$ cat src/rtl/datapath_pkg.sv
// Shared datapath definitions for the frame-based pipeline stages.
// Provides the default frame length, register-file geometry and the
// index/word types used by the register file and its neighbours.
package datapath_pkg;

    localparam int PHASES_DEFAULT = 10;
    localparam int REG_IDX_W      = 5;
    localparam int DATA_W         = 32;
    localparam int ZERO_REG       = 0;

    typedef logic [REG_IDX_W-1:0] reg_idx_t;
    typedef logic [DATA_W-1:0]    word_t;

endpackage

$ cat src/rtl/frame_phase_counter.sv
// Modulo-PHASES frame phase counter shared by all frame-based stages so
// their phases stay aligned.
// Ports:
//   clock           in   rising-edge system clock
//   reset           in   asynchronous active-low clear
//   phase           out  current phase, 0..PHASES-1
//   is_read_phase   out  high while phase == READ_PHASE
//   is_write_phase  out  high while phase == WRITE_PHASE
module frame_phase_counter
    import datapath_pkg::*;
#(
    parameter int PHASES      = PHASES_DEFAULT,
    parameter int READ_PHASE  = 1,
    parameter int WRITE_PHASE = 0
) (
    input  logic       clock,
    input  logic       reset,
    output logic [3:0] phase,
    output logic       is_read_phase,
    output logic       is_write_phase
);

    // The phase output is 4 bits wide, so the frame cannot exceed 16 cycles.
    if (PHASES < 2 || PHASES > 16) begin : g_bad_phases
        $fatal(1, "frame_phase_counter: PHASES must be in 2..16");
    end

    logic [3:0] phase_q;
    logic [3:0] phase_d;

    // Wrap explicitly at PHASES-1 so the counter never leaves the frame.
    always_comb begin
        phase_d = phase_q + 4'd1;
        if (phase_q == 4'(PHASES - 1)) begin
            phase_d = 4'd0;
        end
    end

    always_ff @(posedge clock or negedge reset) begin
        if (!reset) begin
            phase_q <= 4'd0;
        end else begin
            phase_q <= phase_d;
        end
    end

    assign phase          = phase_q;
    assign is_read_phase  = (phase_q == 4'(READ_PHASE));
    assign is_write_phase = (phase_q == 4'(WRITE_PHASE));

endmodule

$ cat src/rtl/register_file_wb.sv
// Architectural register file (NREGS x 32 bit, two read ports, one write
// port) running on the fixed multi-cycle instruction frame. Write-back
// data commits at WRITE_PHASE, operands are captured at READ_PHASE and
// held for the rest of the frame.
// Ports:
//   clock      in   rising-edge system clock
//   reset      in   asynchronous active-low reset
//   regWrite   in   write enable, sampled only at WRITE_PHASE
//   readReg1   in   rs index
//   readReg2   in   rt index
//   writeReg   in   destination index
//   writeData  in   write-back value
//   readData1  out  registered operand A
//   readData2  out  registered operand B
//   phase      out  current frame phase
//   wrDone     out  one-cycle pulse after a committed write
module register_file_wb
    import datapath_pkg::*;
#(
    parameter int PHASES      = PHASES_DEFAULT,
    parameter int READ_PHASE  = 1,
    parameter int WRITE_PHASE = 0,
    parameter int NREGS       = 32
) (
    input  logic        clock,
    input  logic        reset,
    input  logic        regWrite,
    input  logic [4:0]  readReg1,
    input  logic [4:0]  readReg2,
    input  logic [4:0]  writeReg,
    input  logic [31:0] writeData,
    output logic [31:0] readData1,
    output logic [31:0] readData2,
    output logic [3:0]  phase,
    output logic        wrDone
);

    if (READ_PHASE < 0 || READ_PHASE >= PHASES) begin : g_bad_read
        $fatal(1, "register_file_wb: READ_PHASE must be < PHASES");
    end
    if (WRITE_PHASE < 0 || WRITE_PHASE >= PHASES) begin : g_bad_write
        $fatal(1, "register_file_wb: WRITE_PHASE must be < PHASES");
    end
    if (NREGS < 2 || NREGS > 32) begin : g_bad_nregs
        $fatal(1, "register_file_wb: NREGS must be in 2..32");
    end

    // A same-edge bypass is only meaningful when read and write share a phase.
    localparam bit BYPASS = (READ_PHASE == WRITE_PHASE);

    logic  isReadPhase;
    logic  isWritePhase;
    logic  commit;
    word_t regs_q [NREGS];
    word_t rd1_q, rd1_d;
    word_t rd2_q, rd2_d;
    logic  wrDone_q;

    frame_phase_counter #(
        .PHASES      (PHASES),
        .READ_PHASE  (READ_PHASE),
        .WRITE_PHASE (WRITE_PHASE)
    ) u_phase (
        .clock          (clock),
        .reset          (reset),
        .phase          (phase),
        .is_read_phase  (isReadPhase),
        .is_write_phase (isWritePhase)
    );

    // Register 0 and indices beyond the implemented array read as zero.
    function automatic word_t lookup(input reg_idx_t idx, input word_t mem [NREGS]);
        word_t value;
        value = '0;
        if (idx != reg_idx_t'(ZERO_REG) && int'(idx) < NREGS) begin
            value = mem[idx];
        end
        return value;
    endfunction

    // Writes to register 0 (or past the array) are dropped and do not pulse wrDone.
    assign commit = isWritePhase && regWrite && (writeReg != reg_idx_t'(ZERO_REG))
                    && (int'(writeReg) < NREGS);

    // Operand capture; a committing write to the same index is forwarded
    // when both happen on one edge.
    always_comb begin
        rd1_d = rd1_q;
        rd2_d = rd2_q;
        if (isReadPhase) begin
            rd1_d = lookup(readReg1, regs_q);
            rd2_d = lookup(readReg2, regs_q);
            if (BYPASS && commit && readReg1 == writeReg) begin
                rd1_d = writeData;
            end
            if (BYPASS && commit && readReg2 == writeReg) begin
                rd2_d = writeData;
            end
        end
    end

    always_ff @(posedge clock or negedge reset) begin
        if (!reset) begin
            for (int i = 0; i < NREGS; i++) begin
                regs_q[i] <= '0;
            end
            rd1_q    <= '0;
            rd2_q    <= '0;
            wrDone_q <= 1'b0;
        end else begin
            if (commit) begin
                regs_q[writeReg] <= writeData;
            end
            rd1_q    <= rd1_d;
            rd2_q    <= rd2_d;
            wrDone_q <= commit;
        end
    end

    assign readData1 = rd1_q;
    assign readData2 = rd2_q;
    assign wrDone    = wrDone_q;

endmodule

$ cat config.mk
export PLATFORM = sky130hd
export DESIGN_NAME = register_file_wb
export DESIGN_NICKNAME = d
export VERILOG_FILES = /design/src/rtl/datapath_pkg.sv /design/src/rtl/frame_phase_counter.sv /design/src/rtl/register_file_wb.sv
export SDC_FILE = /design/constraint.sdc
export NUM_CORES = 2
export LEC_CHECK = 0
export ABC_CLOCK_PERIOD_IN_PS = 2900
export CAP_MARGIN = 20
export CORE_AREA = 2 2 327 329
export CTS_BUF_LIST = sky130_fd_sc_hd__clkbuf_4
export DETAILED_ROUTE_END_ITERATION = 8
export DIE_AREA = 0 0 329 331
export PLACE_DENSITY = 0.71
export SLEW_MARGIN = 25
export SYNTH_ARGS = -nofsm -noshare
export SYNTH_HDL_FRONTEND = slang
export SYNTH_SLANG_ARGS = --single-unit
$ cat constraint.sdc
create_clock -name clock -period 2.9 [get_ports clock]
set_clock_uncertainty 0.05 [all_clocks]
set_input_delay 0.29 -clock clock [delete_from_list [all_inputs] [get_ports clock]]
set_output_delay 0.29 -clock clock [all_outputs]
set_load 0.005 [all_outputs]
---- Word level (Yosys, flattened, before mapping) ----
Index checks and enable logic that the tools add are counted.
word-level totals
  register bits ........................... 1093
  bits of input ports ..................... 50
  output and inout bits ................... 69
  logic and storage cells ................. 65
operators by class
  $add $sub $neg .......................... 1
  magnitude comparators ................... 4
  equal/unequal tests ..................... 2
  mux-type cells .......................... 12
  bitwise logic cells ..................... 3
  reduce and logical (&&, ||, !) cells .... 7
operator list
  kind                                                                           number
  1024-bit bitwise mux                                                           1
  32-bit binary-select mux with 5-bit select                                     2
  32-bit two-way mux                                                             7
  32-bit demux with 5-bit select                                                 1
  6-bit >= comparator (second input constant)                                    3
  5-bit NOT with 6-bit output                                                    3
  5-bit nonzero test                                                             3
  6-bit by 1-bit less-than comparator with 1-bit output (second input constant)  1
  4-bit by 1-bit adder with 4-bit output (second input constant)                 1
  4-bit by 1-bit == test with 1-bit output (second input constant)               1
  4-bit == test (second input constant)                                          1
  4-bit zero test                                                                1
  4-bit two-way mux                                                              1
  1-bit logical AND                                                              3

---- Depth between registers and ports, before layout ----
  word-level depth ........................ 6
  depth in mapped cells ................... 9

---- By module ----
From an unflattened synthesis, not the netlist that was laid out.
second synthesis, totals
  cells, all modules ...................... 4027
  area total of the unflattened synthesis .. 56857.0 um^2
modules (own cells, without submodules)
  module               instances  cells each  area an instance (um^2)  sequential area each (um^2)
  register_file_wb     1          4010        56683.1                  27251.1
  frame_phase_counter  1          17          173.9                    100.1

---- Worst setup path before layout ----
Ideal clock, no wire load.
  path kind ............................... reg-to-reg
  start ................................... reg u_phase.phase_q[0] (netlist: u_phase.phase[0])
  end ..................................... reg regs_q[225] (netlist bit)
  setup time .............................. 0.125 ns
  arrival time ............................ 2.078 ns
  setup slack ............................. 0.647 ns
  stages on the path, launching flop included .. 9
  path buffers ............................ 3
  clock period less this slack ............ 2.253 ns
  cells stage by stage .................... dfrtp_1 > buf_6 > nor4_4 > nand3b_2 > or2_4 > or3_1 > buf_6 > buf_12 > mux2_4
on the way
  longest elaborated chain between the ends .. 3
ends and longest elaborated chain
  what                            RTL line                   text
  start, declared                 frame_phase_counter.sv:28  logic [3:0] phase_q;
  start signal, assigned          frame_phase_counter.sv:43  phase_q <= phase_d;
  4-bit zero test                 frame_phase_counter.sv:49  assign is_write_phase = (phase_q == 4'(WRITE_PHASE));
  1-bit logical AND (2 in a row)  register_file_wb.sv:82     assign commit = isWritePhase && regWrite && (writeReg != reg_idx_t'(ZERO_REG))
  end signal, assigned by index   register_file_wb.sv:112    regs_q[writeReg] <= writeData;
  end, declared                   register_file_wb.sv:54     word_t regs_q [NREGS];
No other way between the ends.
A chain may end at the register's enable or synchronous reset.

---- Worst setup path in the final report ----
  start ................................... reg regs_q[583] (netlist bit)
  end ..................................... reg rd2_q[7] (netlist: readData2[7])
on the way
  longest elaborated chain between the ends .. 4
ends and longest elaborated chain
  what                                                   RTL line                 text
  32-bit binary-select mux with 5-bit select             register_file_wb.sv:76   value = mem[idx];
  32-bit two-way mux (not written as such) (2 in a row)  register_file_wb.sv:76
  32-bit two-way mux                                     register_file_wb.sv:75   if (idx != reg_idx_t'(ZERO_REG) && int'(idx) < NREGS) begin
  end signal, assigned                                   register_file_wb.sv:115  rd2_q <= rd2_d;
  end, declared                                          register_file_wb.sv:56   word_t rd2_q, rd2_d;
No other way between the ends. The select of a mux whose other input is x is not followed.

==> run_results.csv <==
group,metric,value,unit
outcome,status,"finished, final reports clean",
yosys,synth_edf_count,0,
layout,finalNetCount,4369,
yosys,synth_fp_nets,4094,
sta,rsz0062_at_grt,"false",
routing,drtIter0Drc,3476,
sta,timing.final.crit_period,2.77,ns
setup_path,cp_slowest_stage_delay,0.59,ns
yosys,yosysSeqAreaShare,47.5,%
layout,drive_gt1_share,54.7,%
yosys,synth.area.top_cells,"dfrtp_1 48%, mux2_2 25%, mux4_2 13%",
clocking,cts_num_sinks,1093,
yosys,synthArstFlopShare,100,%
clocking,numCtsBuffers,314,
setup_path,worstSetupEndpointType,"register",
clocking,clk_latency,1.21,ns
setup_path,critPathTopFamily,"buffers and inverters",
setup_path,cp.depth,7,
yosys,yosysWarningCount,0,
yosys,syn_avg_cell_area,14.2,µm²
sta,setup_viol,0,
setup_path,critPathBufInv,2,
sta,slew_viol_final,0,
yosys,synthAdderAreaFrac,0,%
global_routing,grt_pass1_vias,40400,
setup_path,r2r.worst_path.cells,7,
sta,worst_pin_slew,1.04,ns
placed_design,gp_congestion,0.835,
yosys,syn_inst,4044,
sta,max_clock_freq,361,MHz
worst_hold_path,holdPathStages,5,
yosys,synthDominantCellAreaShare,47.5,%
routing,dr.pass1.iters,5,
power_and_ir_drop,vdd.ir_drop.worst,0.347,mV
routing,avgRoutedWirePerCell,29.4,µm
layout,postLayoutCellArea,65700,µm²
global_routing,grt_pass1_wl,261000,µm
die,io_pins,119,
global_routing,gr-usage-all-layers,32.4,%
flow_run,drv_cap,0,
die,row_count,119,
yosys,yosys_register_bits,1093,
yosys,yosys_most_used_dff,"dfrtp_1",
routing,ant_nets,0,
setup_path,slowest_stage,"dlygate4sd3_1",
placed_design,dp_worst_setup_slack,0.282,ns
yosys,yosysMostFrequentCell,"mux2_2",
clocking,root_buffer,"clkbuf_4",
placed_design,port_buffers,118,
power_and_ir_drop,p_per_area,508,nW/µm²
setup_path,cp_max_fo,3,
global_routing,antenna_found_initial,5,
die,start_util,54.8,%
yosys,synth_compound_area_share,4.80,%
yosys,synthMuxAreaShare,40.1,%
sta,worst_slack,0.133,ns
sta,slew_headroom,30.3,%
yosys,synth.cell_area,57500,µm²
setup_path,path_common_cell,"dlygate4sd3_1",
setup_path,crit_arrival,3.81,ns
worst_hold_path,min_path_type,"in2reg",
clocking,cts_tree,"yes",
die,die_height,331,µm
routing,num_vias,38800,
routing,drc_errors,0,
global_routing,grt.overflow.total,0,
die,dieArea,109000,µm²
power_and_ir_drop,leakagePower,0.0310,µW
sta,hold_violations,0,
clocking,ctsHtreeMaxLevel,5,
layout,area_growth,14.3,%
power_and_ir_drop,p_total,33400,µW
clocking,clkTransAtPathRegs,0.07,ns
placed_design,dp_hpwl,104000,µm
sta,fin_setup_tns,0,ns
die,die_width,329,µm
clocking,cts.repair.resized,0,
yosys,synth_top_area_cell,"dfrtp_1",
yosys,yosysUniqueCellTypes,42,
sta,fin_crit_sh,95.4,%
setup_path,worstPathRequired,3.94,ns
routing,via_per_inst,6.57,
setup_path,crit_path_cell_trace,"mux4_2 > nor2b_1 > a211oi_1 > dlygate4sd3_1 > nor3_1 > a22o_1 > dlygate4sd3_1",
yosys,synth-simple-area-share,3.92,%
yosys,synth_common_cells,"1268 x mux2_2, 1093 x dfrtp_1, 322 x mux4_2",
routing,drt_wl_total,174000,µm
placed_design,dpl-instance-area,61700,µm²
die,core-area,105000,µm²
setup_path,critPathKind,"reg2reg",
clocking,cts.path.max_buffers,4,
global_routing,grt_max_degree,132,
setup_path,critPathLaunchType,"register",
yosys,synth_top_family_by_area,"multiplexers",
yosys,synth_xor_area_share,0.0152,%
per-stage QoR:
step / cells / hold slack, ns / utilization, %
6_report: 5914 / 0.109 / 62.6
2_1_floorplan: 4044 / -0.0556 / -
3_5_place_dp: 5354 / 0.208 / 58.7
5_1_grt: 5914 / 0.0954 / 62.6
3_3_place_gp: 5354 / 0.209 / 58.7
4_1_cts: 5897 / 0.00457 / 62.6
routing by layer:
layer | GRT usage (%) | vias up | part of all wire [%]
met5 | 0 | - | 0.017
met4 | 16.2 | 4 | 4.8
met3 | 5.92 | 500 | 7.0
met2 | 51.9 | 1654 | 48
met1 | 42.8 | 20600 | 40
li1 | - | 16000 | -
cell usage in the layout (no fill, tap or decap), types with 4 or more instances in the layout:
| cell | Yosys | layout |
|---|---|---|
| mux4_2 | 322 | 322 |
| o22ai_1 | 186 | 186 |
| nand2b_2 | 0 | 6 |
| dlygate4sd3_1 | 0 | 39 |
| inv_2 | 0 | 10 |
| buf_4 | 2 | 159 |
| nor2_4 | 0 | 28 |
| mux2i_1 | 13 | 13 |
| nor2b_1 | 124 | 124 |
| clkdlybuf4s50_1 | 0 | 101 |
| diode_2 | 0 | 7 |
| a2111oi_0 | 4 | 4 |
| o21ai_0 | 6 | 6 |
| nor2_1 | 100 | 72 |
| nand2b_1 | 14 | 8 |
| clkinv_1 | 0 | 48 |
| nor3_1 | 64 | 64 |
| buf_12 | 9 | 87 |
| mux2_1 | 6 | 6 |
| buf_8 | 0 | 5 |
| nand2_2 | 0 | 4 |
| dfrtp_1 | 1093 | 1093 |
| nor4_1 | 60 | 60 |
| nand2_1 | 22 | 18 |
| buf_2 | 168 | 10 |
| a22o_1 | 60 | 60 |
| mux2_2 | 1268 | 1268 |
| mux2_4 | 90 | 90 |
| clkbuf_4 | 0 | 448 |
| or2_2 | 4 | 4 |
| a211oi_1 | 124 | 124 |
cell families (layout without fill, tap and decap cells):
group / Yosys count / in the layout
other: 0 / 7
xor gates and xnor gates: 1 / 1
muxes: 1699 / 1699
buffers and inverters: 447 / 919
AOI/OAI and AO/OA: 390 / 390
and+or+nand+nor: 414 / 414
DFF: 1093 / 1093
cell type report:
| class | instances | area (µm²) |
|---|---|---|
| Inverter | 2 | 7.51 |
| Sequential cell | 1093 | 27400 |
| Antenna cell | 7 | 17.5 |
| Fill cell | 8032 | 39200 |
| Clock buffer | 448 | 3360 |
| Tap cell | 1391 | 1740 |
| Clock inverter | 65 | 332 |
| Timing Repair Buffer | 404 | 4510 |
| Multi-Input combinational cell | 2504 | 28400 |
sequential cells by signal, indices dropped and copies added (netlist names):
register       flops
regs_q          1024
readData1         32
readData2         32
u_phase.phase      4
wrDone             1
final timing paths:
| path | from | endpoint | slack, ns |
|---|---|---|---|
| worst max-delay path | regs_q[583] | readData2[7] | 0.13 |
| worst max register to register | regs_q[583] | readData2[7] | 0.13 |
| min in group asynchronous | reset | regs_q[250] | 0.29 |
| worst min register to register | regs_q[999] | regs_q[999] | 0.34 |
| worst min-delay path | readReg2[4] | readData2[30] | 0.11 |
| max in group asynchronous | reset | regs_q[609] | 1.50 |
timing repair:
| item | in CTS | in global routing |
|---|---|---|
| hold buffers | 30 | 10 |
| hold endpoints to repair | 1564 | 310 |
| buffers inserted | 0 | 0 |
power by group:
| group | leakage [µW] | total [µW] | switching (µW) | internal [µW] |
|---|---|---|---|---|
| Clock | 0.00224 | 13900 | 6580 | 7300 |
| Sequential | 0.0150 | 16200 | 419 | 15700 |
| Combinational | 0.0137 | 3360 | 1750 | 1610 |
worst min-delay path: stages:
cell	delay [ns]
clkdlybuf4s50_1	0.56
buf_4	0.23
o311ai_0	0.08
a211oi_1	0.05
a21oi_1	0.11
(Power assumes the default switching activity.)
